## src/rtl/uart_tx_arbiter.sv

```systemverilog
// Round-robin, packet-locked arbiter sharing one UART TX among N_REQ sources.
// Define UART_ARB_TIMEOUT_EN to add the stalled-owner release (timeout_evt).
module uart_tx_arbiter #(
  parameter int N_REQ    = 2,
  parameter int MAX_BITS = 8
`ifdef UART_ARB_TIMEOUT_EN
  , parameter int TIMEOUT_CYCLES = 1024
`endif
) (
  input  logic                      clk,
  input  logic                      rst,
  input  logic [N_REQ*MAX_BITS-1:0] req_data,
  input  logic [N_REQ-1:0]          req_valid,
  input  logic [N_REQ-1:0]          req_last,
  output logic [N_REQ-1:0]          req_ready,
  output logic [MAX_BITS-1:0]       tx_data,
  output logic                      tx_valid,
  input  logic                      tx_ready,
  output logic [N_REQ-1:0]          grant,
  output logic                      busy
`ifdef UART_ARB_TIMEOUT_EN
  , output logic                    timeout_evt
`endif
);

  localparam int IW = (N_REQ > 1) ? $clog2(N_REQ) : 1;

  typedef enum logic {IDLE, LOCKED} state_t;

  state_t            r_state, w_state_nxt;
  logic [IW-1:0]     r_owner, w_owner_nxt;
  logic [IW-1:0]     r_rr, w_rr_nxt, w_rr_inc;
  logic [IW-1:0]     w_sel;
  logic [N_REQ-1:0]  r_grant, w_grant_nxt;
  logic [N_REQ-1:0]  w_rot;
  logic              w_found;
  logic              w_own_valid, w_own_last;
  logic [MAX_BITS-1:0] w_own_data;
  logic              w_pkt_end, w_release;
  int                w_k, w_idx;

  assign w_own_valid = req_valid[r_owner];
  assign w_own_last  = req_last[r_owner];
  assign w_own_data  = req_data[r_owner*MAX_BITS +: MAX_BITS];
  assign w_rr_inc    = (r_owner == IW'(N_REQ-1)) ? '0 : r_owner + 1'b1;
  assign w_pkt_end   = (r_state == LOCKED) & w_own_valid
                     & tx_ready & w_own_last;

  // Rotate so bit 0 is the rr requester; lowest set bit wins.
  assign w_rot = N_REQ'({req_valid, req_valid} >> r_rr);

  always_comb begin
    w_found = 1'b0;
    w_k     = 0;
    for (int k = N_REQ-1; k >= 0; k--) begin
      if (w_rot[k]) begin
        w_found = 1'b1;
        w_k     = k;
      end
    end
    w_idx = int'(r_rr) + w_k;
    if (w_idx >= N_REQ) w_idx = w_idx - N_REQ;
    w_sel = IW'(w_idx);
  end

`ifdef UART_ARB_TIMEOUT_EN
  localparam int CW = $clog2(TIMEOUT_CYCLES);

  logic [CW-1:0] r_cnt;
  logic          r_evt;

  assign w_release = (r_state == LOCKED) & ~w_own_valid
                   & (r_cnt == CW'(TIMEOUT_CYCLES-1));
  assign timeout_evt = r_evt;

  always_ff @(posedge clk) begin
    if (rst) begin
      r_cnt <= '0;
      r_evt <= 1'b0;
    end else begin
      r_evt <= w_release;
      if (r_state != LOCKED || w_own_valid || w_release)
        r_cnt <= '0;
      else
        r_cnt <= r_cnt + 1'b1;
    end
  end
`else
  assign w_release = 1'b0;
`endif

  always_comb begin
    w_state_nxt = r_state;
    w_grant_nxt = r_grant;
    w_owner_nxt = r_owner;
    w_rr_nxt    = r_rr;
    unique case (r_state)
      IDLE: begin
        if (w_found) begin
          w_state_nxt = LOCKED;
          w_grant_nxt = N_REQ'(1) << w_sel;
          w_owner_nxt = w_sel;
        end
      end
      LOCKED: begin
        if (w_pkt_end || w_release) begin
          w_state_nxt = IDLE;
          w_grant_nxt = '0;
          w_rr_nxt    = w_rr_inc;
        end
      end
      default: w_state_nxt = IDLE;
    endcase
  end

  always_comb begin
    tx_data   = '0;
    tx_valid  = 1'b0;
    req_ready = '0;
    if (r_state == LOCKED) begin
      tx_data   = w_own_data;
      tx_valid  = w_own_valid;
      req_ready = r_grant & {N_REQ{tx_ready}};
    end
  end

  always_ff @(posedge clk) begin
    if (rst) begin
      r_state <= IDLE;
      r_grant <= '0;
      r_owner <= '0;
      r_rr    <= '0;
    end else begin
      r_state <= w_state_nxt;
      r_grant <= w_grant_nxt;
      r_owner <= w_owner_nxt;
      r_rr    <= w_rr_nxt;
    end
  end

  assign grant = r_grant;
  assign busy  = (r_state == LOCKED);

endmodule

```

## config.mk

```make
export PLATFORM = sky130hd
export DESIGN_NAME = uart_tx_arbiter
export DESIGN_NICKNAME = d
export VERILOG_FILES = /design/src/rtl/uart_tx_arbiter.sv
export SDC_FILE = /design/constraint.sdc
export NUM_CORES = 1
export LEC_CHECK = 0
export CORE_MARGIN = 2
export CORE_UTILIZATION = 31
export DETAILED_ROUTE_END_ITERATION = 12
export PLACE_DENSITY = 0.81
export SYNTH_ARGS = -nofsm -noshare
export SYNTH_HDL_FRONTEND = slang
export SYNTH_SLANG_ARGS = --single-unit
export TNS_END_PERCENT = 20
```

## constraint.sdc

```tcl
create_clock -name clk -period 1.95 [get_ports clk]
set_input_delay 0.39 -clock clk [delete_from_list [all_inputs] [get_ports clk]]
set_output_delay 0.39 -clock clk [all_outputs]
set_load 0.01 [all_outputs]
```

==> results of run 1 <==
==> final cells by class <==
class | instances | area, sq um | share of cell area
timing repair buffer | 40 | 404.1 | 0.4764
multi-input combinational | 39 | 297.8 | 0.3510
sequential | 5 | 101.3 | 0.1195
clock buffer | 4 | 26.28 | 0.03097
tap | 15 | 18.77 | 0.02212
==> worst reg2reg max path, delay by kind of cell, from the launching register on <==
kind	cells	cell delay (ps)
buffers and inverters	1	150
DFF	1	350
muxes	2	500
and+or+nand+nor	1	270
==> metrics by stage <==
step / hold slack, ps / setup slack (ps) / setup TNS, ps
global placement: 490.2 / -34.78 / -42.93
floorplan: 504.1 / 666.9 / 0
CTS: 498.0 / 2.768 / 0
finish: 491.3 / 242.7 / 0
global route: 529.5 / 161.6 / 0
detailed placement: 493.5 / -42.60 / -157.3
==> flip-flops by register name, indices dropped and copies added, names as in the netlist <==
signal	count
busy	1
r_rr	1
r_owner	1
grant	2
==> synthesized netlist by cell type <==
master and n:
nor2b_1 10, and3b_1 1, clkbuf_1 1, nand3b_1 3
nand2b_1 3, mux2i_1 10, dfxtp_1 5, nand3_1 1
o22ai_1 2, o21ai_1 1, o21bai_1 1, and3_1 2
mux2_4 1, nand2_1 1, buf_2 1, and4bb_4 1
nor2_1 2
==> routing by layer <==
| metal | routed length [um] | track usage | vias to the layer above |
|---|---|---|---|
| li1 | - | - | 251 |
| met1 | 494 | 0.1711 | 225 |
| met2 | 701 | 0.2782 | 18 |
| met3 | 75 | 0.05000 | 2 |
| met4 | 4 | 0.05000 | 0 |
| met5 | 0 | 0 | - |
==> repair_timing <==
action	CTS	global route
setup endpoints to repair	10	4
pin swaps	0	0
hold endpoints to repair	0	0
gates resized for setup	8	4
==> final timing paths <==
| path | end | from | cells past startpoint | slack, ps |
|---|---|---|---|---|
| worst max-delay path | tx_valid | req_valid[1] | 4 | 240 |
| worst min-delay path | grant[1] | grant[1] | 2 | 490 |
| worst max register to register | r_rr | r_owner | 4 | 560 |
| worst min register to register | grant[1] | grant[1] | 2 | 490 |
==> report_power, final <==
group / internal (W) / switching [W] / total (W)
logic: 0.000136 / 0.0000726 / 0.000209
registers: 0.000115 / 0.0000180 / 0.000133
clock network: 0.0000774 / 0.0000425 / 0.000120
total: 0.000328 / 0.000133 / 0.000461
==> kinds of logic after synthesis <==
family                 Yosys count  share of synthesized area
AOI/OAI and AO/OA                4                    0.06153
muxes                           11                     0.2831
DFF                              5                     0.2462
and+or+nand+nor                 24                     0.3877
buffers and inverters            2                    0.02152
==> cell usage in the layout, fill, tap and decap left out <==
master	instances
clkdlybuf4s50_1	25
mux2i_1	10
nor2b_1	10
dlygate4sd2_1	7
dfxtp_1	4
dlymetal6s2s_1	4
nand3b_1	3
nand2b_1	3
clkbuf_4	3
buf_4	3
and3_1	2
nor2_1	2
o22ai_1	2
and4bb_4	1
mux2_4	1
o21bai_1	1
nand3_1	1
o21ai_1	1
nand2_1	1
and3b_1	1
dfxtp_2	1
clkbuf_1	1
buf_12	1
==> run summary, run 1 <==
status: finished clean
Worst Skew: 1.603 ps
crit-path cells: clkdlybuf4s50_1, mux2i_1, nor2b_1, dlygate4sd2_1
TritonCTS buffer count: 3
die height: 40.22 um
Setup CP Type: in -> out
Post-Syn Instances: 46
Max-Cap Viols: 0
Die Span X: 40.22 um
worst-margin pin slew: 279.5 ps
Avg Cell Area, Syn: 8.840 sq um
Crit. End Element: output pin
Layout fillers: 124
fin area: 848.3 sq um
fin crit share: 0.8756
total grt overflow: 0
final worst path period need: 1707 ps
Max stage delay on crit path: 420 ps
I/O pin cnt: 37
vias in the first global route: 375
Cells after DPL: 99
Top delay family on crit path: buffers and inverters
Area contributors post-synth: dfxtp_1 (25%), mux2i_1 (25%), nor2b_1 (15%), nand3b_1 (5.5%), nand2b_1 (4.6%)
starting density of the core: 0.3205
# nets final: 112
Max VDD drop: 392.5 uV
largest buffer count on any clock path: 2
Slew Viols, Final: 0
synth-to-layout area growth: 108.6%
vias per cell: 4.816
RSZ-0062 raised after global routing: no
synthesized cell area: 406.6 sq um
fin util: 0.6686
first-pass GRT wire length: 1.628 mm
Worst EP required: 1560 ps
Post-DP Area: 819.5 sq um
Yosys top cell area share: 0.2462
Initial DRC Count: 13
TritonCTS clock tree: yes
flops & latches, synth: 5
IO buf count: 36
number of antenna cells inserted: 0
gpl congestion: 0.7984
post-route DRC violation count: 0
Via Count: 496
crit path DAT: 1320 ps
critical-path maximum fanout: 2
post-route ant nets: 0
initial antenna violation count: 0
clock transition at the registers of the reported paths: 40 ps
Final setup viols: 0
fmax: 585.7 MHz
Slowest-stage cell, CP: clkdlybuf4s50_1
CP startpoint kind: input pin
deepest level of the CTS H-tree: 1
cts hold-fix bufs: 0
share of layout cells above drive strength 1: 0.1136
final non-filler cell total: 103
Post-DP HPWL: 1.020 mm
Core Area: 1269 sq um
clk_lat worst skew: 240 ps
Yosys top cell by area: dfxtp_1
Routed WL: 1.275 mm
HP Class: reg -> reg
Pre-Repair DR Iteration Count: 4
DR WL/cell: 12.38 um
Bufs and invs on worst path: 2
pwr/cell area: 543.6 nW/um^2
clock root cell: clkbuf_4
LEAKAGE: 0.4149 nW
Total Power: 0.0004612 W
Yosys warning count: 0
Die ar.: 1617 sq um
FP Rows: 13
post-CTS setup buffers: 0
Sinks on Clock Net: 5
Rel. slew slack: 0.8133
syn_nets: 69
number of distinct library cells after synthesis: 17
Fin. Hold Viols: 0
largest net degree at the start of global routing: 18
Tot GR Track Use: 0.1553
sequential area share after synthesis: 0.2462
No activity file was read; power rests on OpenSTA's default activity.
==> inputs of run 2 (changes only) <==
- CORE_AREA: unset -> 2 2 39 41
- CORE_MARGIN: 2 -> unset
- CORE_UTILIZATION: 31 -> unset
- DIE_AREA: unset -> 0 0 41 43
- DONT_BUFFER_PORTS: unset -> 1
- PLACE_DENSITY: 0.81 -> unset
==> run summary, run 2 (same netlist as run 1, synthesis figures left out) <==
status: finished clean
critical-path maximum fanout: 8
Initial DRC Count: 0
deepest level of the CTS H-tree: 1
r2r worst-path depth: 2
TritonCTS buffer count: 3
synth-to-layout area growth: 11.08%
Tot GR Track Use: 0.1094
worst r2r src: busy
fin area: 451.7 sq um
worst hold path cell count: 1
LEAKAGE: 0.1730 nW
Die Span X: 41 um
Post-DP Area: 425.4 sq um
number of antenna cells inserted: 0
pwr/cell area: 800.2 nW/um^2
IO buf count: 0
first-pass GRT wire length: 1.200 mm
final worst path period need: 1597 ps
vias per cell: 5.523
Setup CP Type: reg -> out
Core Area: 1384 sq um
fmax: 626.1 MHz
Via Count: 359
Worst EP required: 1560 ps
clock transition at the registers of the reported paths: 50 ps
share of layout cells above drive strength 1: 0.1224
final non-filler cell total: 65
Die ar.: 1763 sq um
Slew Viols, Final: 0
initial antenna violation count: 0
HP Class: in -> reg
post-route ant nets: 0
crit path DAT: 1210 ps
Sinks on Clock Net: 5
clk_lat worst skew: 250 ps
Max-Cap Viols: 0
total grt overflow: 0
fin util: 0.3264
Routed WL: 893 um
Rel. slew slack: 0.6735
starting density of the core: 0.2939
# nets final: 73
DR WL/cell: 13.74 um
post-CTS setup buffers: 0
FP Rows: 14
crit-path cells: buf_4, mux2i_1, nor2b_1
largest net degree at the start of global routing: 18
Total Power: 0.0003615 W
TritonCTS clock tree: yes
vias in the first global route: 313
worst r2r dst: r_rr
Crit. End Element: output pin
die height: 43 um
cts hold-fix bufs: 0
Final setup viols: 0
FF-to-FF setup slack: 570 ps
clock root cell: clkbuf_4
I/O pin cnt: 37
Top delay family on crit path: flip-flops
Fin. Hold Viols: 0
Resized cells post-CTS: 0
post-route DRC violation count: 0
RSZ-0062 raised after global routing: no
beginning of the worst hold path: rst
worst-margin pin slew: 489.0 ps
Slowest-stage cell, CP: dfxtp_1
hold endpoint: grant[0]
Max VDD drop: 274.9 uV
Max stage delay on crit path: 420 ps
Post-DP HPWL: 715.6 um
Worst Skew: 3.412 ps
Pre-Repair DR Iteration Count: 1
Cells after DPL: 61
largest buffer count on any clock path: 2
Bufs and invs on worst path: 1
most frequent cells in the layout: mux2i_1 (10), nor2b_1 (10), dfxtp_1 (5)
Setup TNS Final: 0 ps
CP startpoint kind: flop
max reg flops: 2
fin crit share: 0.8190
gpl congestion: 0.6573
[run 2: changes by cell type in the layout (fill, tap and decap cells not counted)]
cell,change
dlymetal6s2s_1,-4
dlygate4sd2_1,-7
buf_4,-2
dfxtp_1,+1
dfxtp_2,-1
buf_12,-1
clkdlybuf4s50_1,-25
[run 2: per-stage QoR]
step / worst slack [ps] / hold WS, ps
2_1_floorplan: 666.9 / 504.1
3_3_place_gp: 601.4 / 519.7
3_5_place_dp: 551.9 / 509.5
4_1_cts: 328.3 / 250.6
5_1_grt: 213.6 / 241.4
6_report: 352.9 / 253.6
[run 2: worst max-delay path by stage]
stage	start	to	depth (start not counted)
5_1_grt	r_owner	tx_data[6]	3
4_1_cts	r_owner	tx_data[3]	3
6_report	r_owner	tx_data[3]	3
3_5_place_dp	busy	r_rr	2
2_1_floorplan	r_owner	tx_data[0]	3
3_3_place_gp	busy	r_rr	2
[run 2: routing by layer]
metal | global-route usage | wire (um) | vias to the layer above
li1 | - | - | 168
met1 | 0.09968 | 318 | 150
met2 | 0.1500 | 337 | 39
met3 | 0.07853 | 216 | 2
met4 | 0.1000 | 21 | 0
met5 | 0 | 0 | -
[run 2: cell type report]
cell class,instances,area [sq um]
Fill cell,160,932.1
Tap cell,16,20.02
Sequential cell,5,100.1
Timing Repair Buffer,1,7.507
Multi-Input combinational cell,39,297.8
Clock buffer,4,26.28
[run 2: where the power goes]
group,internal (W),total [W],leakage (nW),switching [W]
sequential,0.000114,0.000137,0.0413,0.0000233
clock,0.0000778,0.000127,0.0150,0.0000495
combinational,0.0000507,0.0000973,0.117,0.0000465
total,0.000242,0.000361,0.173,0.000119
==> inputs of run 3 (changes only) <==
- clock period: 1.95 -> 1.5 ns (I/O delays scaled with it)
==> run summary, run 3 (same netlist as run 1, synthesis figures left out) <==
status: finished clean
most frequent cells in the layout: mux2i_1 (9), nor2b_1 (9), dfxtp_1 (4)
Setup TNS Final: 0 ps
Max VDD drop: 464.9 uV
die height: 43 um
Sinks on Clock Net: 5
post-route DRC violation count: 0
Slowest-stage cell, CP: dfxtp_2
RSZ-0062 raised after global routing: no
Worst Skew: 2.419 ps
fin crit share: 0.9172
final worst path period need: 1376 ps
Setup CP Type: reg -> out
crit-path cells: buf_6, mux2i_2, nor2b_2
Max-Cap Viols: 0
largest buffer count on any clock path: 2
Crit path depth: 3
Routed WL: 937 um
Initial DRC Count: 6
Die ar.: 1763 sq um
Cells after DPL: 63
IO buf count: 0
final non-filler cell total: 68
TritonCTS buffer count: 3
Layout fillers: 152
CP startpoint kind: flop
largest net degree at the start of global routing: 11
I/O pin cnt: 37
Top delay family on crit path: flip-flops
fmax: 726.8 MHz
max reg flops: 2
clock root cell: clkbuf_4
Pre-Repair DR Iteration Count: 4
r2r worst-path depth: 3
pwr/cell area: 1002 nW/um^2
number of antenna cells inserted: 0
DR WL/cell: 13.78 um
cts hold-fix bufs: 0
gpl congestion: 0.7168
critical-path maximum fanout: 9
Slew Viols, Final: 0
Final setup viols: 0
Rel. slew slack: 0.8129
share of layout cells above drive strength 1: 0.2308
HP Class: in -> reg
Fin. Hold Viols: 0
Worst EP required: 1200 ps
crit path DAT: 1080 ps
Via Count: 368
vias in the first global route: 323
initial antenna violation count: 0
TritonCTS clock tree: yes
FP Rows: 14
post-route ant nets: 0
worst-margin pin slew: 280.1 ps
Die Span X: 41 um
# nets final: 76
Max stage delay on crit path: 360 ps
Crit. End Element: output pin
first-pass GRT wire length: 1.276 mm
deepest level of the CTS H-tree: 1
vias per cell: 5.412
LEAKAGE: 0.1908 nW
Core Area: 1384 sq um
clk_lat worst skew: 240 ps
worst hold path cell count: 1
Bufs and invs on worst path: 1
synth-to-layout area growth: 19.38%
FF-to-FF setup slack: 240 ps
total grt overflow: 0
clock transition at the registers of the reported paths: 50 ps
Tot GR Track Use: 0.1126
starting density of the core: 0.2939
## run 3: cell count changes in the layout (fill, tap and decap cells not counted), sizes merged
cell / previous run / this run
buf: 1 / 4
## run 3: layout make-up
cell class              count  area [sq um]  share of cell area
repair buffers              4         33.78             0.06959
multi-input cells          39         304.0              0.6263
flip-flops and latches      5         101.3              0.2088
clock buffers               4         26.28             0.05412
well taps                  16         20.02             0.04124
## run 3: worst reg2reg max path, cell delays in order, from the launching register on
cell,delay (ps)
dfxtp_2,360
mux2i_1,240
and4bb_4,250
mux2_4,290
## run 3: timing repair
action | 4_1_cts | 5_1_grt
setup endpoints to repair | 0 | 8
resized for setup | 0 | 4
setup buffers | 0 | 1
## run 3: worst paths after layout
check,startpoint,end
min,rst,grant[0]
max,r_owner,tx_data[1]
min reg2reg,grant[1],grant[1]
max reg2reg,r_owner,r_rr
## run 3: metrics by stage
| stage | util | power (W) | setup slack [ps] | area, sq um | hold WS [ps] |
|---|---|---|---|---|---|
| final | 0.3508 | 0.0004866 | 124.2 | 485.5 | 177.8 |
| after global routing | 0.3508 | 0.0005247 | 44.95 | 485.5 | 162.1 |
| after CTS | 0.3373 | 0.0004865 | 21.26 | 466.7 | 169.5 |
| after detailed placement | 0.3183 | 0.0003220 | 225.5 | 440.4 | 423.7 |
| after global placement | 0.3183 | 0.0003197 | 290.9 | 440.4 | 429.7 |
| after floorplan | - | 0.0002895 | 306.9 | 406.6 | 414.1 |
## run 3: per-layer routing
layer	share of wire	up-vias	track usage
li1	-	174	-
met1	0.38	158	0.1129
met2	0.40	34	0.1438
met3	0.21	2	0.09948
met4	0.0085	0	0.08000
met5	0	-	0
## run 3: power breakdown
group	internal (W)	switching, W	total [W]
Combinational	0.0000852	0.0000776	0.000163
Sequential	0.000149	0.0000186	0.000167
Clock	0.000101	0.0000559	0.000157
